File: config.mk
export PLATFORM = sky130hd
export DESIGN_NAME = ex_muldiv_unit
export DESIGN_NICKNAME = d
export VERILOG_FILES = /design/src/rtl/ex_muldiv_unit.sv
export SDC_FILE = /design/constraint.sdc
export NUM_CORES = 1
export LEC_CHECK = 0
export ABC_AREA = 1
export CORE_UTILIZATION = 50
export CTS_CLUSTER_SIZE = 24
export DETAILED_ROUTE_END_ITERATION = 12
export GPL_TIMING_DRIVEN = 0
export PLACE_DENSITY = 0.71
export REMOVE_ABC_BUFFERS = 1
export SYNTH_ARGS = -nofsm -noshare
export SYNTH_HDL_FRONTEND = slang
export SYNTH_SLANG_ARGS = --single-unit
File: constraint.sdc
create_clock -name clk -period 11.25 [get_ports clk]
set_input_delay 2.25 -clock clk [delete_from_list [all_inputs] [get_ports clk]]
set_output_delay 2.25 -clock clk [all_outputs]
set_load 0.005 [all_outputs]
File: src/rtl/ex_muldiv_unit.sv
// ex_muldiv_unit
//   Iterative multiply/divide unit for the EX stage. One operation takes
//   WIDTH iterations plus a sign-fix cycle; busy stalls the upstream
//   pipeline registers while it runs, and done pulses for one cycle with
//   the registered result and destination.
//
//   Configuration macro: EX_MULDIV_DIV_EN
//     defined   : MUL, MULH, DIV and REM are all supported.
//     undefined : the divider is compiled out. DIV/REM complete one edge
//                 after start with result 0 and div_zero 0.
//
// Ports
//   clk, rst        clock; asynchronous active-high reset
//   flush           abort the current operation (wins over start)
//   start           request, sampled only while idle
//   op[1:0]         00 MUL, 01 MULH, 10 DIV, 11 REM
//   a, b            operands (dividend / divisor for DIV and REM)
//   dst_in          destination register index
//   busy            stall request to upstream stages
//   done            one-cycle result-valid pulse
//   result          registered result, valid while done
//   dst_out         registered destination, valid while done
//   div_zero        divisor was zero, valid while done
module ex_muldiv_unit #(
  parameter int WIDTH = 32,
  parameter int DST_W = 4
) (
  input  logic             clk,
  input  logic             rst,
  input  logic             flush,
  input  logic             start,
  input  logic [1:0]       op,
  input  logic [WIDTH-1:0] a,
  input  logic [WIDTH-1:0] b,
  input  logic [DST_W-1:0] dst_in,
  output logic             busy,
  output logic             done,
  output logic [WIDTH-1:0] result,
  output logic [DST_W-1:0] dst_out,
  output logic             div_zero
);

  localparam int CNT_W = $clog2(WIDTH);

  localparam logic [1:0] S_IDLE = 2'd0;
  localparam logic [1:0] S_CALC = 2'd1;
  localparam logic [1:0] S_FIX  = 2'd2;
  localparam logic [1:0] S_DONE = 2'd3;

  localparam logic [1:0] OP_MUL  = 2'b00;
  localparam logic [1:0] OP_MULH = 2'b01;
  localparam logic [1:0] OP_DIV  = 2'b10;
  localparam logic [1:0] OP_REM  = 2'b11;

  logic [1:0]         state_q, state_d;
  logic [CNT_W-1:0]   cnt_q, cnt_d;
  logic [1:0]         op_q, op_d;
  logic [DST_W-1:0]   dst_lat_q, dst_lat_d;
  logic               neg_q, neg_d;
  // acc holds {high, low} of the product, or {remainder, quotient} when dividing
  logic [2*WIDTH-1:0] acc_q, acc_d;
  // multiplicand, or divisor magnitude
  logic [WIDTH-1:0]   opb_q, opb_d;
  logic [WIDTH-1:0]   result_q, result_d;
  logic [DST_W-1:0]   dst_out_q, dst_out_d;
  logic               div_zero_q, div_zero_d;
`ifdef EX_MULDIV_DIV_EN
  logic               sa_q, sa_d;
  logic               dz_q, dz_d;
  logic [WIDTH+1:0]   diff;
  logic [2*WIDTH-1:0] div_next;
  logic [WIDTH-1:0]   quo, rem;
`endif

  logic [WIDTH-1:0]   abs_a, abs_b;
  logic [WIDTH:0]     add;
  logic [2*WIDTH-1:0] mul_next;
  logic [2*WIDTH-1:0] prod_fix;

  // Datapath step values and the FSM next-state logic
  always_comb begin
    state_d    = state_q;
    cnt_d      = cnt_q;
    op_d       = op_q;
    dst_lat_d  = dst_lat_q;
    neg_d      = neg_q;
    acc_d      = acc_q;
    opb_d      = opb_q;
    result_d   = result_q;
    dst_out_d  = dst_out_q;
    div_zero_d = div_zero_q;

    abs_a = a[WIDTH-1] ? -a : a;
    abs_b = b[WIDTH-1] ? -b : b;

    // shift-add: add multiplicand to the high half when the current LSB is set
    add      = {1'b0, acc_q[2*WIDTH-1:WIDTH]} + (acc_q[0] ? {1'b0, opb_q} : '0);
    mul_next = {add, acc_q[WIDTH-1:1]};
    prod_fix = neg_q ? -acc_q : acc_q;

`ifdef EX_MULDIV_DIV_EN
    sa_d = sa_q;
    dz_d = dz_q;
    quo  = acc_q[WIDTH-1:0];
    rem  = acc_q[2*WIDTH-1:WIDTH];
    // restoring step: shifted partial remainder minus divisor; MSB is the borrow
    diff = {1'b0, acc_q[2*WIDTH-1:WIDTH], acc_q[WIDTH-1]} - {2'b00, opb_q};
    if (diff[WIDTH+1])
      div_next = {acc_q[2*WIDTH-2:0], 1'b0};
    else
      div_next = {diff[WIDTH-1:0], acc_q[WIDTH-2:0], 1'b1};
`endif

    case (state_q)
      S_IDLE: begin
        if (start && !flush) begin
          op_d      = op;
          dst_lat_d = dst_in;
          cnt_d     = '0;
          state_d   = S_CALC;
          if (op[1]) begin
`ifdef EX_MULDIV_DIV_EN
            neg_d = a[WIDTH-1] ^ b[WIDTH-1];
            sa_d  = a[WIDTH-1];
            dz_d  = (b == '0);
            acc_d = {{WIDTH{1'b0}}, abs_a};
            opb_d = abs_b;
`else
            result_d   = '0;
            dst_out_d  = dst_in;
            div_zero_d = 1'b0;
            state_d    = S_DONE;
`endif
          end else if (op == OP_MULH) begin
            neg_d = a[WIDTH-1] ^ b[WIDTH-1];
            acc_d = {{WIDTH{1'b0}}, abs_a};
            opb_d = abs_b;
`ifdef EX_MULDIV_DIV_EN
            dz_d  = 1'b0;
`endif
          end else begin
            // low half of the product is the same for signed and unsigned
            neg_d = 1'b0;
            acc_d = {{WIDTH{1'b0}}, a};
            opb_d = b;
`ifdef EX_MULDIV_DIV_EN
            dz_d  = 1'b0;
`endif
          end
        end
      end
      S_CALC: begin
`ifdef EX_MULDIV_DIV_EN
        acc_d = op_q[1] ? div_next : mul_next;
`else
        acc_d = mul_next;
`endif
        cnt_d = cnt_q + CNT_W'(1);
        if (cnt_q == CNT_W'(WIDTH - 1))
          state_d = S_FIX;
      end
      S_FIX: begin
        if (!flush) begin
          dst_out_d  = dst_lat_q;
          div_zero_d = 1'b0;
          case (op_q)
            OP_MULH: result_d = prod_fix[2*WIDTH-1:WIDTH];
`ifdef EX_MULDIV_DIV_EN
            // a zero divisor leaves the remainder equal to |a|, so REM needs no override
            OP_DIV: begin
              result_d   = dz_q ? '1 : (neg_q ? -quo : quo);
              div_zero_d = dz_q;
            end
            OP_REM: begin
              result_d   = sa_q ? -rem : rem;
              div_zero_d = dz_q;
            end
`endif
            default: result_d = acc_q[WIDTH-1:0];
          endcase
        end
        state_d = S_DONE;
      end
      default: state_d = S_IDLE;
    endcase

    if (flush)
      state_d = S_IDLE;
  end

  // All state, reset asynchronously to an idle unit with cleared outputs
  always_ff @(posedge clk or posedge rst) begin
    if (rst) begin
      state_q    <= S_IDLE;
      cnt_q      <= '0;
      op_q       <= OP_MUL;
      dst_lat_q  <= '0;
      neg_q      <= 1'b0;
      acc_q      <= '0;
      opb_q      <= '0;
      result_q   <= '0;
      dst_out_q  <= '0;
      div_zero_q <= 1'b0;
`ifdef EX_MULDIV_DIV_EN
      sa_q       <= 1'b0;
      dz_q       <= 1'b0;
`endif
    end else begin
      state_q    <= state_d;
      cnt_q      <= cnt_d;
      op_q       <= op_d;
      dst_lat_q  <= dst_lat_d;
      neg_q      <= neg_d;
      acc_q      <= acc_d;
      opb_q      <= opb_d;
      result_q   <= result_d;
      dst_out_q  <= dst_out_d;
      div_zero_q <= div_zero_d;
`ifdef EX_MULDIV_DIV_EN
      sa_q       <= sa_d;
      dz_q       <= dz_d;
`endif
    end
  end

  // busy covers the start cycle, every CALC cycle and the FIX cycle
  assign busy = !rst && ((state_q == S_IDLE && start && !flush) ||
                         state_q == S_CALC || state_q == S_FIX);
  assign done     = (state_q == S_DONE);
  assign result   = result_q;
  assign dst_out  = dst_out_q;
  assign div_zero = div_zero_q;

endmodule

==> flow_summary_export.csv, run 1 <==
group,metric,value,unit
power_and_ir_drop,irDropWorstVdd,0.000114,V
floorplanning,num_rows,56,
global_route,grt_max_degree,90,
clock_tree,cts_hold_buf,0,
routing,post_drt_wl_per_cell,15.0,um
timing,fin_crit,6310,ps
clock_tree,clock-sinks,146,
setup_path,critPathMaxFanout,9,
timing,rsz0062_at_grt,"false",
outcome,status,"completed",
logic_synthesis,synthesis.area,12000,um^2
floorplanning,die_height,157,um
logic_synthesis,async_flop_share,1.00,
logic_synthesis,synth-seq-area-share,0.305,
logic_synthesis,ys_seq_elements,146,
floorplanning,die_x,157,um
power_and_ir_drop,power_density,224,nW/um^2
setup_path,crit_type,"in -> out",
clock_tree,cts.clk_slew.worst_paths,60,ps
routing,first_pass_iters,6,
setup_path,worstSetupStartpoint,"start",
setup_path,critPathLaunchType,"input pin",
timing,final_hold_viol_count,0,
logic_synthesis,synth_top_flop_cell,"dfrtp_1",
cells_and_area,layout-drive-gt1-share,0.0443,
routing,viasPerCell,5.33,
timing,max_freq,158,MHz
clock_tree,cts.htree.levels,4,
floorplanning,fp.dieArea,24600,um^2
clock_tree,clkLatencyLatePin,440,ps
routing,num_vias,12700,
cells_and_area,final_cell_mix,"650 x nand2_1, 241 x inv_1, 224 x nor2_1",
place,pre_cts_ws,4970,ps
clock_tree,cts_root_buf,"clkbuf_16",
setup_path,critPathArrivalTime,4060,ps
setup_path,r2r_start,"state_q[0]",
cells_and_area,fillers,2350,
min_path,hold_path.class,"reg -> reg",
floorplanning,start_util,0.511,
logic_synthesis,yosys_warnings,0,
clock_tree,postCtsSetupBuffers,0,
timing,holdWs,468,ps
place,place_congestion,0.939,
place,place_hpwl,27.4,mm
min_path,min_from,"dst_lat_q[3]",
routing,ant_nets,0,
timing,tightestPinTransition,1260,ps
logic_synthesis,postSynthCellCount,1965,
logic_synthesis,synth_enable_flop_cells,0,
timing,relSlewSlack,0.160,
floorplanning,pin_count,113,
timing,tns,0,ps
global_route,grt_pass1_wl,57.7,mm
power_and_ir_drop,p_leak,7.14,nW
timing,setup_violations,0,
global_route,grt.total_usage,0.300,
logic_synthesis,synth.avg_cell_area,6.10,um^2
clock_tree,cts.path.max_buffers,2,
place,port_buffers,111,
routing,drt_iter0_markers,970,
global_route,grt_pass1_vias,11700,
logic_synthesis,synth_cell_types,47,
setup_path,crit_required,9000,ps
timing,slew_viol_final,0,
setup_path,cp-end-kind,"primary output",
cells_and_area,utilization,0.595,
power_and_ir_drop,total_power,3.12,mW
global_route,antenna_found_initial,0,
global_route,grt_overflow_total,0,
routing,drc_errors,0,
timing,clock_skew,9.41,ps
floorplanning,core,23500,um^2
job,cap_viol_max_count,0,
cells_and_area,diodes,0,
clock_tree,cts_resized,0,
clock_tree,cts_tree,"built",
cells_and_area,nNetsFinal,2157,
timing,fin_crit_sh,0.561,
clock_tree,numCtsBuffers,17,
cells_and_area,final_common_cell,"nand2_1",
cells_and_area,area_delta_synth_final,16.4,%
routing,finalWirelength,35.6,mm
timing,setup_ws,4940,ps
## power by group
part / internal [mW] / switching (mW)
clock: 0.389 / 0.233
combinational: 0.564 / 0.972
sequential: 0.739 / 0.227
## worst max-delay path: stages
cell	delay (ps)
clkdlybuf4s50_1	480
inv_1	60
nor2_1	150
inv_1	100
nor2_4	210
inv_2	140
a31oi_1	150
clkdlybuf4s50_1	530
## flip-flops by register name, indices dropped and copies added, names as in the netlist
register / flops
dst_out: 4
op_q: 2
dst_lat_q: 4
opb_q: 32
neg_q: 1
state_q: 2
result: 32
cnt_q: 5
acc_q: 64
## logic make-up (layout without fill, tap and decap cells)
kind of cell,count (synthesis),in the layout,share of synthesized area
XOR/XNOR,19,19,0.0139
buffers and inverters,309,398,0.100
flip-flops,146,146,0.305
AO/OA/AOI/OAI,292,292,0.130
other,1,1,0.000313
AND/OR/NAND/NOR,1157,1157,0.408
adder cells (fa/ha/maj),41,41,0.0434
## metal layers
| layer | up-vias | global-route usage | share of wire | wire, um |
|---|---|---|---|---|
| li1 | 6472 | - | - | - |
| met1 | 5792 | 0.390 | 0.46 | 16200 |
| met2 | 343 | 0.513 | 0.48 | 17100 |
| met3 | 51 | 0.0318 | 0.040 | 1430 |
| met4 | 0 | 0.109 | 0.026 | 934 |
| met5 | - | 0 | 0 | 0 |
## final cells by class
type / count / area (um^2) / share of cell area
sequential: 146 / 3650 / 0.262
inverter: 254 / 958 / 0.0687
clock inverter: 11 / 176 / 0.0126
timing repair buffer: 113 / 1160 / 0.0830
clock buffer: 20 / 467 / 0.0334
tap: 319 / 399 / 0.0286
multi-input combinational: 1510 / 7150 / 0.512
## cells in the mapped netlist (5+ instances only)
cell type	n	area, um^2
inv_1	242	908
nand3_1	199	996
o22ai_1	9	56.3
a31oi_1	6	37.5
a22oi_1	5	37.5
o21ai_1	23	115
nand2_1	650	2440
nor2_1	224	841
o211ai_1	10	75.1
nand2_2	11	68.8
nand4_1	19	119
nor2_4	7	78.8
a21oi_1	128	641
clkbuf_1	27	101
ha_1	40	500
xor2_1	17	149
nand3b_1	11	82.6
inv_2	11	41.3
dfrtp_1	146	3650
buf_2	22	110
o21ai_0	98	490
nor2_2	13	81.3
## metrics by stage
| step | cell area, um^2 | cells |
|---|---|---|
| detailed placement | 13300 | 2342 |
| floorplan | 11700 | 1910 |
| CTS | 14000 | 2373 |
| finish | 14000 | 2373 |
| global placement | 13300 | 2340 |
| global route | 14000 | 2373 |
## path summary, 6_finish.rpt
kind	end	slack, ps	cells past startpoint
min in group asynchronous	dst_out[3]	2270	2
min	dst_lat_q[3]	470	2
max	busy	4940	8
min reg2reg	dst_lat_q[3]	470	2
max in group asynchronous	result[1]	8180	3
max reg2reg	acc_q[11]	7750	10
(Power assumes the default switching activity.)
==> run 2, diff against run 1 <==
--- a/config.mk
+++ b/config.mk
@@ -10,7 +10,7 @@
 export CTS_CLUSTER_SIZE = 24
 export DETAILED_ROUTE_END_ITERATION = 12
 export GPL_TIMING_DRIVEN = 0
-export PLACE_DENSITY = 0.71
+export PLACE_DENSITY = 0.74
 export REMOVE_ABC_BUFFERS = 1
 export SYNTH_ARGS = -nofsm -noshare
 export SYNTH_HDL_FRONTEND = slang
==> constraint.sdc (replaced) <==
create_clock -name clk -period 5.4 [get_ports clk]
set_input_delay 1.08 -clock clk [delete_from_list [all_inputs] [get_ports clk]]
set_output_delay 1.08 -clock clk [all_outputs]
set_load 0.005 [all_outputs]
==> run 2 against run 1 <==
Sequential share of layout area is essentially flat. Clock-buffer cell count fell by 1. Critical endpoint unchanged. Power increased by 110%. Clock skew rose by 1.8 ps. Sequential cell count unchanged. Largest cell class unchanged.
==> flow_summary_export.csv, run 2 (same netlist as run 1, synthesis figures left out) <==
group,metric,value,unit
setup_path,critPathArrivalTime,2960,ps
timing,relSlewSlack,0.178,
place,port_buffers,111,
cells_and_area,layout-drive-gt1-share,0.0448,
routing,ant_nets,0,
routing,viasPerCell,5.37,
global_route,grt_pass1_wl,57.5,mm
outcome,status,"completed",
cells_and_area,utilization,0.594,
timing,tightestPinTransition,1230,ps
timing,fin_crit,4040,ps
power_and_ir_drop,power_density,464,nW/um^2
floorplanning,pin_count,113,
timing,max_freq,247,MHz
global_route,grt.total_usage,0.297,
routing,drc_errors,0,
clock_tree,cts_resized,0,
floorplanning,die_height,157,um
clock_tree,cts.path.max_buffers,2,
cells_and_area,final_cell_count_no_fill,2374,
timing,clock_skew,11.2,ps
timing,final_hold_viol_count,0,
routing,first_pass_iters,6,
place,post_dp_cell_area,13300,um^2
clock_tree,cts_root_buf,"clkbuf_16",
routing,num_vias,12700,
power_and_ir_drop,irDropWorstVdd,0.000207,V
floorplanning,start_util,0.511,
timing,holdWs,473,ps
routing,post_drt_wl_per_cell,14.9,um
timing,setup_ws,1360,ps
setup_path,cp-end-kind,"primary output",
cells_and_area,max_flop_register,"acc_q",
cells_and_area,final_cell_mix,"650 x nand2_1, 241 x inv_1, 224 x nor2_1",
floorplanning,fp.dieArea,24600,um^2
clock_tree,cts_hold_buf,0,
clock_tree,postCtsSetupBuffers,0,
setup_path,crit_type,"in -> out",
clock_tree,cts.clk_slew.worst_paths,60,ps
place,place_hpwl,27.2,mm
setup_path,critPathLaunchType,"input pin",
global_route,grt_max_degree,88,
cells_and_area,diodes,0,
global_route,grt_overflow_total,0,
timing,rsz0062_at_grt,"false",
global_route,grt_pass1_vias,11800,
floorplanning,die_x,157,um
power_and_ir_drop,p_leak,7.13,nW
clock_tree,clkLatencyLatePin,440,ps
timing,tns,0,ps
power_and_ir_drop,total_power,6.47,mW
timing,setup_violations,0,
routing,drt_iter0_markers,1074,
cells_and_area,fin_area,13900,um^2
clock_tree,clock-sinks,146,
cells_and_area,multiInputGateArea,7150,um^2
cells_and_area,nNetsFinal,2157,
setup_path,crit_required,4320,ps
floorplanning,core,23500,um^2
clock_tree,numCtsBuffers,17,
global_route,antenna_found_initial,0,
cells_and_area,final_common_cell,"nand2_1",
cells_and_area,largest_reg_flops,64,
min_path,hold_path.class,"reg -> reg",
cells_and_area,seqCellArea,3650,um^2
job,cap_viol_max_count,0,
cells_and_area,fillers,2343,
timing,fin_crit_sh,0.749,
place,dp_cells,2342,
routing,finalWirelength,35.4,mm
timing,slew_viol_final,0,
cells_and_area,area_delta_synth_final,16.3,%
clock_tree,cts.htree.levels,4,
place,place_congestion,0.940,
floorplanning,num_rows,56,
setup_path,critPathMaxFanout,9,
clock_tree,cts_tree,"built",
place,pre_cts_ws,1130,ps
==> run 2: cell types whose count changed in the layout (fill, tap and decap cells not counted) <==
| cell | previous run | this run |
|---|---|---|
| clkinvlp_4 | 1 | 3 |
| clkinv_2 | 1 | 0 |
| clkbuf_8 | 3 | 2 |
| inv_6 | 3 | 5 |
| bufinv_16 | 4 | 3 |
==> run 2: layer usage <==
metal / global-route usage / up-vias / share of wire
li1: - / 6451 / -
met5: 0 / - / 0
met4: 0.113 / 0 / 0.032
met1: 0.377 / 5779 / 0.44
met2: 0.515 / 442 / 0.48
met3: 0.0366 / 73 / 0.050
==> run 2: path summary, 6_finish.rpt <==
path,depth (start not counted),start,endpoint,slack [ps]
min in group asynchronous,2,rst,dst_lat_q[2],1110
max reg2reg,10,state_q[0],acc_q[11],1920
min reg2reg,2,dst_lat_q[3],dst_lat_q[3],470
max,8,start,busy,1360
max in group asynchronous,3,rst,result[20],3450
min,2,dst_lat_q[3],dst_lat_q[3],470
==> run 2: power by group <==
group,switching [mW],internal [mW],leakage [nW]
sequential,0.469,1.54,1.89
clock,0.500,0.759,0.297
combinational,2.03,1.17,4.94
total,2.99,3.47,7.13
==> run 2: final cells by class <==
| class | instances | area share |
|---|---|---|
| clock buffer | 19 | 0.0325 |
| sequential | 146 | 0.262 |
| clock inverter | 13 | 0.0125 |
| tap | 319 | 0.0286 |
| multi-input combinational | 1510 | 0.512 |
| timing repair buffer | 113 | 0.0831 |
| inverter | 254 | 0.0687 |
==> run 2: worst max-delay path, stage by stage <==
cell	delay [ps]
clkdlybuf4s50_1	470
inv_1	50
nor2_1	170
inv_1	110
nor2_4	210
inv_2	140
a31oi_1	180
clkdlybuf4s50_1	540
==> run 3, diff against run 2 <==
==> constraint.sdc (replaced) <==
create_clock -name clk -period 3.25 [get_ports clk]
set_input_delay 0.65 -clock clk [delete_from_list [all_inputs] [get_ports clk]]
set_output_delay 0.65 -clock clk [all_outputs]
set_load 0.005 [all_outputs]
==> run 3 against run 2 <==
Combinational power grew 67%. Register-to-register slack lost 1500 ps. Via count shrank 0.31%. First-iteration DRC count shrank 5.1%. Cell area grew 0.28%. Final cell count is essentially flat. Sequential cell count is the same. Clock-buffer cell count is the same. Non-clock buffer count grew 1. Worst setup slack lost 1300 ps. Critical path depth is the same. Clock skew grew 0.60 ps.
==> flow_summary_export.csv, run 3 (same netlist as run 1, synthesis figures left out) <==
group,metric,value,unit
cells_and_area,largest_reg_flops,64,
cells_and_area,final_common_cell,"nand2_1",
clock_tree,cts_hold_buf,0,
place,place_hpwl,27.2,mm
clock_tree,cts_root_buf,"clkbuf_16",
setup_path,cpMaxStageDelayCell,"clkdlybuf4s50_1",
cells_and_area,max_flop_register,"acc_q",
timing,holdWs,471,ps
routing,first_pass_iters,6,
cells_and_area,final_cell_mix,"649 x nand2_1, 240 x inv_1, 224 x nor2_1",
routing,drt_iter0_markers,1019,
timing,max_freq,310,MHz
setup_path,critPathLaunchType,"input pin",
floorplanning,core,23500,um^2
global_route,grt_max_degree,88,
timing,setup_violations,0,
floorplanning,pin_count,113,
cells_and_area,diodes,0,
floorplanning,num_rows,56,
global_route,grt.total_usage,0.299,
clock_tree,cts_tree,"built",
power_and_ir_drop,pwr-share-seq,0.310,
global_route,grt_util_met1,0.377,
cells_and_area,fillers,2341,
clock_tree,clkLatencyLatePin,440,ps
floorplanning,start_util,0.511,
power_and_ir_drop,power_frac_comb,0.496,
global_route,grt_busiest_layer,"met2",
global_route,grt_pass1_wl,57.7,mm
timing,setup_ws,26.4,ps
cells_and_area,final_cell_count_no_fill,2376,
clock_tree,cts.path.max_buffers,2,
timing,tightestPinTransition,996,ps
routing,post_drt_wl_per_cell,14.9,um
power_and_ir_drop,total_power,10.8,mW
place,port_buffers,111,
power_and_ir_drop,power_density,771,nW/um^2
power_and_ir_drop,p_int,5.78,mW
power_and_ir_drop,irDropWorstVdd,0.000344,V
global_route,grtUsageMet3,0.0402,
setup_path,crit_type,"in -> out",
routing,ant_nets,0,
cells_and_area,area_delta_synth_final,16.6,%
timing,tns,0,ps
clock_tree,clock-sinks,146,
setup_path,crit_required,2600,ps
routing,num_vias,12700,
place,dp_cells,2342,
floorplanning,fp.dieArea,24600,um^2
job,cap_viol_max_count,0,
setup_path,critPathArrivalTime,2570,ps
clock_tree,cts.htree.levels,4,
power_and_ir_drop,p_clk_frac,0.194,
global_route,grt_overflow_total,0,
global_route,antenna_found_initial,0,
clock_tree,numCtsBuffers,17,
setup_path,max_stage_delay,530,ps
routing,drc_errors,0,
place,pre_cts_ws,-594,ps
routing,viasPerCell,5.35,
setup_path,cp-end-kind,"primary output",
min_path,hold_path.class,"reg -> reg",
setup_path,path_cells,"clkdlybuf4s50_1, inv_1, nor2_1, inv_1, nor2_4, inv_4, a31oi_1, clkdlybuf4s50_1",
place,place_congestion,0.940,
cells_and_area,layout-drive-gt1-share,0.0472,
clock_tree,cts.clk_slew.worst_paths,60,ps
floorplanning,die_height,157,um
power_and_ir_drop,switching_share,0.464,
floorplanning,die_x,157,um
global_route,grtUsageMet2,0.516,
timing,fin_crit,3220,ps
timing,clock_skew,11.8,ps
setup_path,critPathMaxFanout,9,
power_and_ir_drop,power.net_switching,5.00,mW
timing,final_hold_viol_count,0,
outcome,status,"completed",
cells_and_area,nNetsFinal,2159,
timing,slew_viol_final,0,
power_and_ir_drop,p_leak,7.14,nW
global_route,grt_pass1_vias,11800,
routing,finalWirelength,35.5,mm
timing,fin_crit_sh,0.992,
timing,rsz0062_at_grt,"true",
timing,relSlewSlack,0.336,
## run 3: worst paths after layout
kind	from	to	slack [ps]	cells past startpoint
max	start	busy	30	8
min	dst_lat_q[3]	dst_lat_q[3]	470	2
max reg2reg	state_q[0]	result[13]	410	10
min reg2reg	dst_lat_q[3]	dst_lat_q[3]	470	2
max in group asynchronous	rst	acc_q[19]	1730	3
min in group asynchronous	rst	dst_lat_q[2]	670	2
## run 3: repair_timing
action                                  4_1_cts  5_1_grt
endpoints found under the setup margin       42       21
resized for setup                             4        3
cloned                                        1        0
setup buffers                                 1        0
## run 3: stage by stage
stage	util	area, um^2
after CTS	0.595	14000
final	0.596	14000
after detailed placement	0.567	13300
after global placement	0.565	13300
after floorplan	-	11700
after global routing	0.596	14000
## run 3: critical path, delay by kind of cell
| kind | cells | cell delay, ps |
|---|---|---|
| compound gates | 1 | 170 |
| buf+inv | 5 | 1270 |
| simple gates | 2 | 460 |
## run 3: layer usage
metal  routed length, um  up-vias
met3                1910       77
li1                    -     6456
met1               15500     5704
met5                   0        -
met2               16800      469
met4                1200        0
## run 3: cell type report
class,instances,area (um^2),area share
clock buffers,19,453,0.0324
clock inverters,13,174,0.0124
inverters,254,967,0.0692
multi-input cells,1510,7160,0.512
flip-flops and latches,146,3660,0.261
well taps,319,399,0.0285
repair buffers,114,1170,0.0834
repair inverters,1,5.00,0.000358
## run 3: power groups by stage
stage	clock (mW)	combinational (mW)	sequential, mW
2_1_floorplan	0	3.62	3.13
3_3_place_gp	0	5.14	3.32
3_5_place_dp	0	5.24	3.34
4_1_cts	2.10	5.31	3.32
5_1_grt	2.18	6.04	3.45
6_report	2.09	5.34	3.34
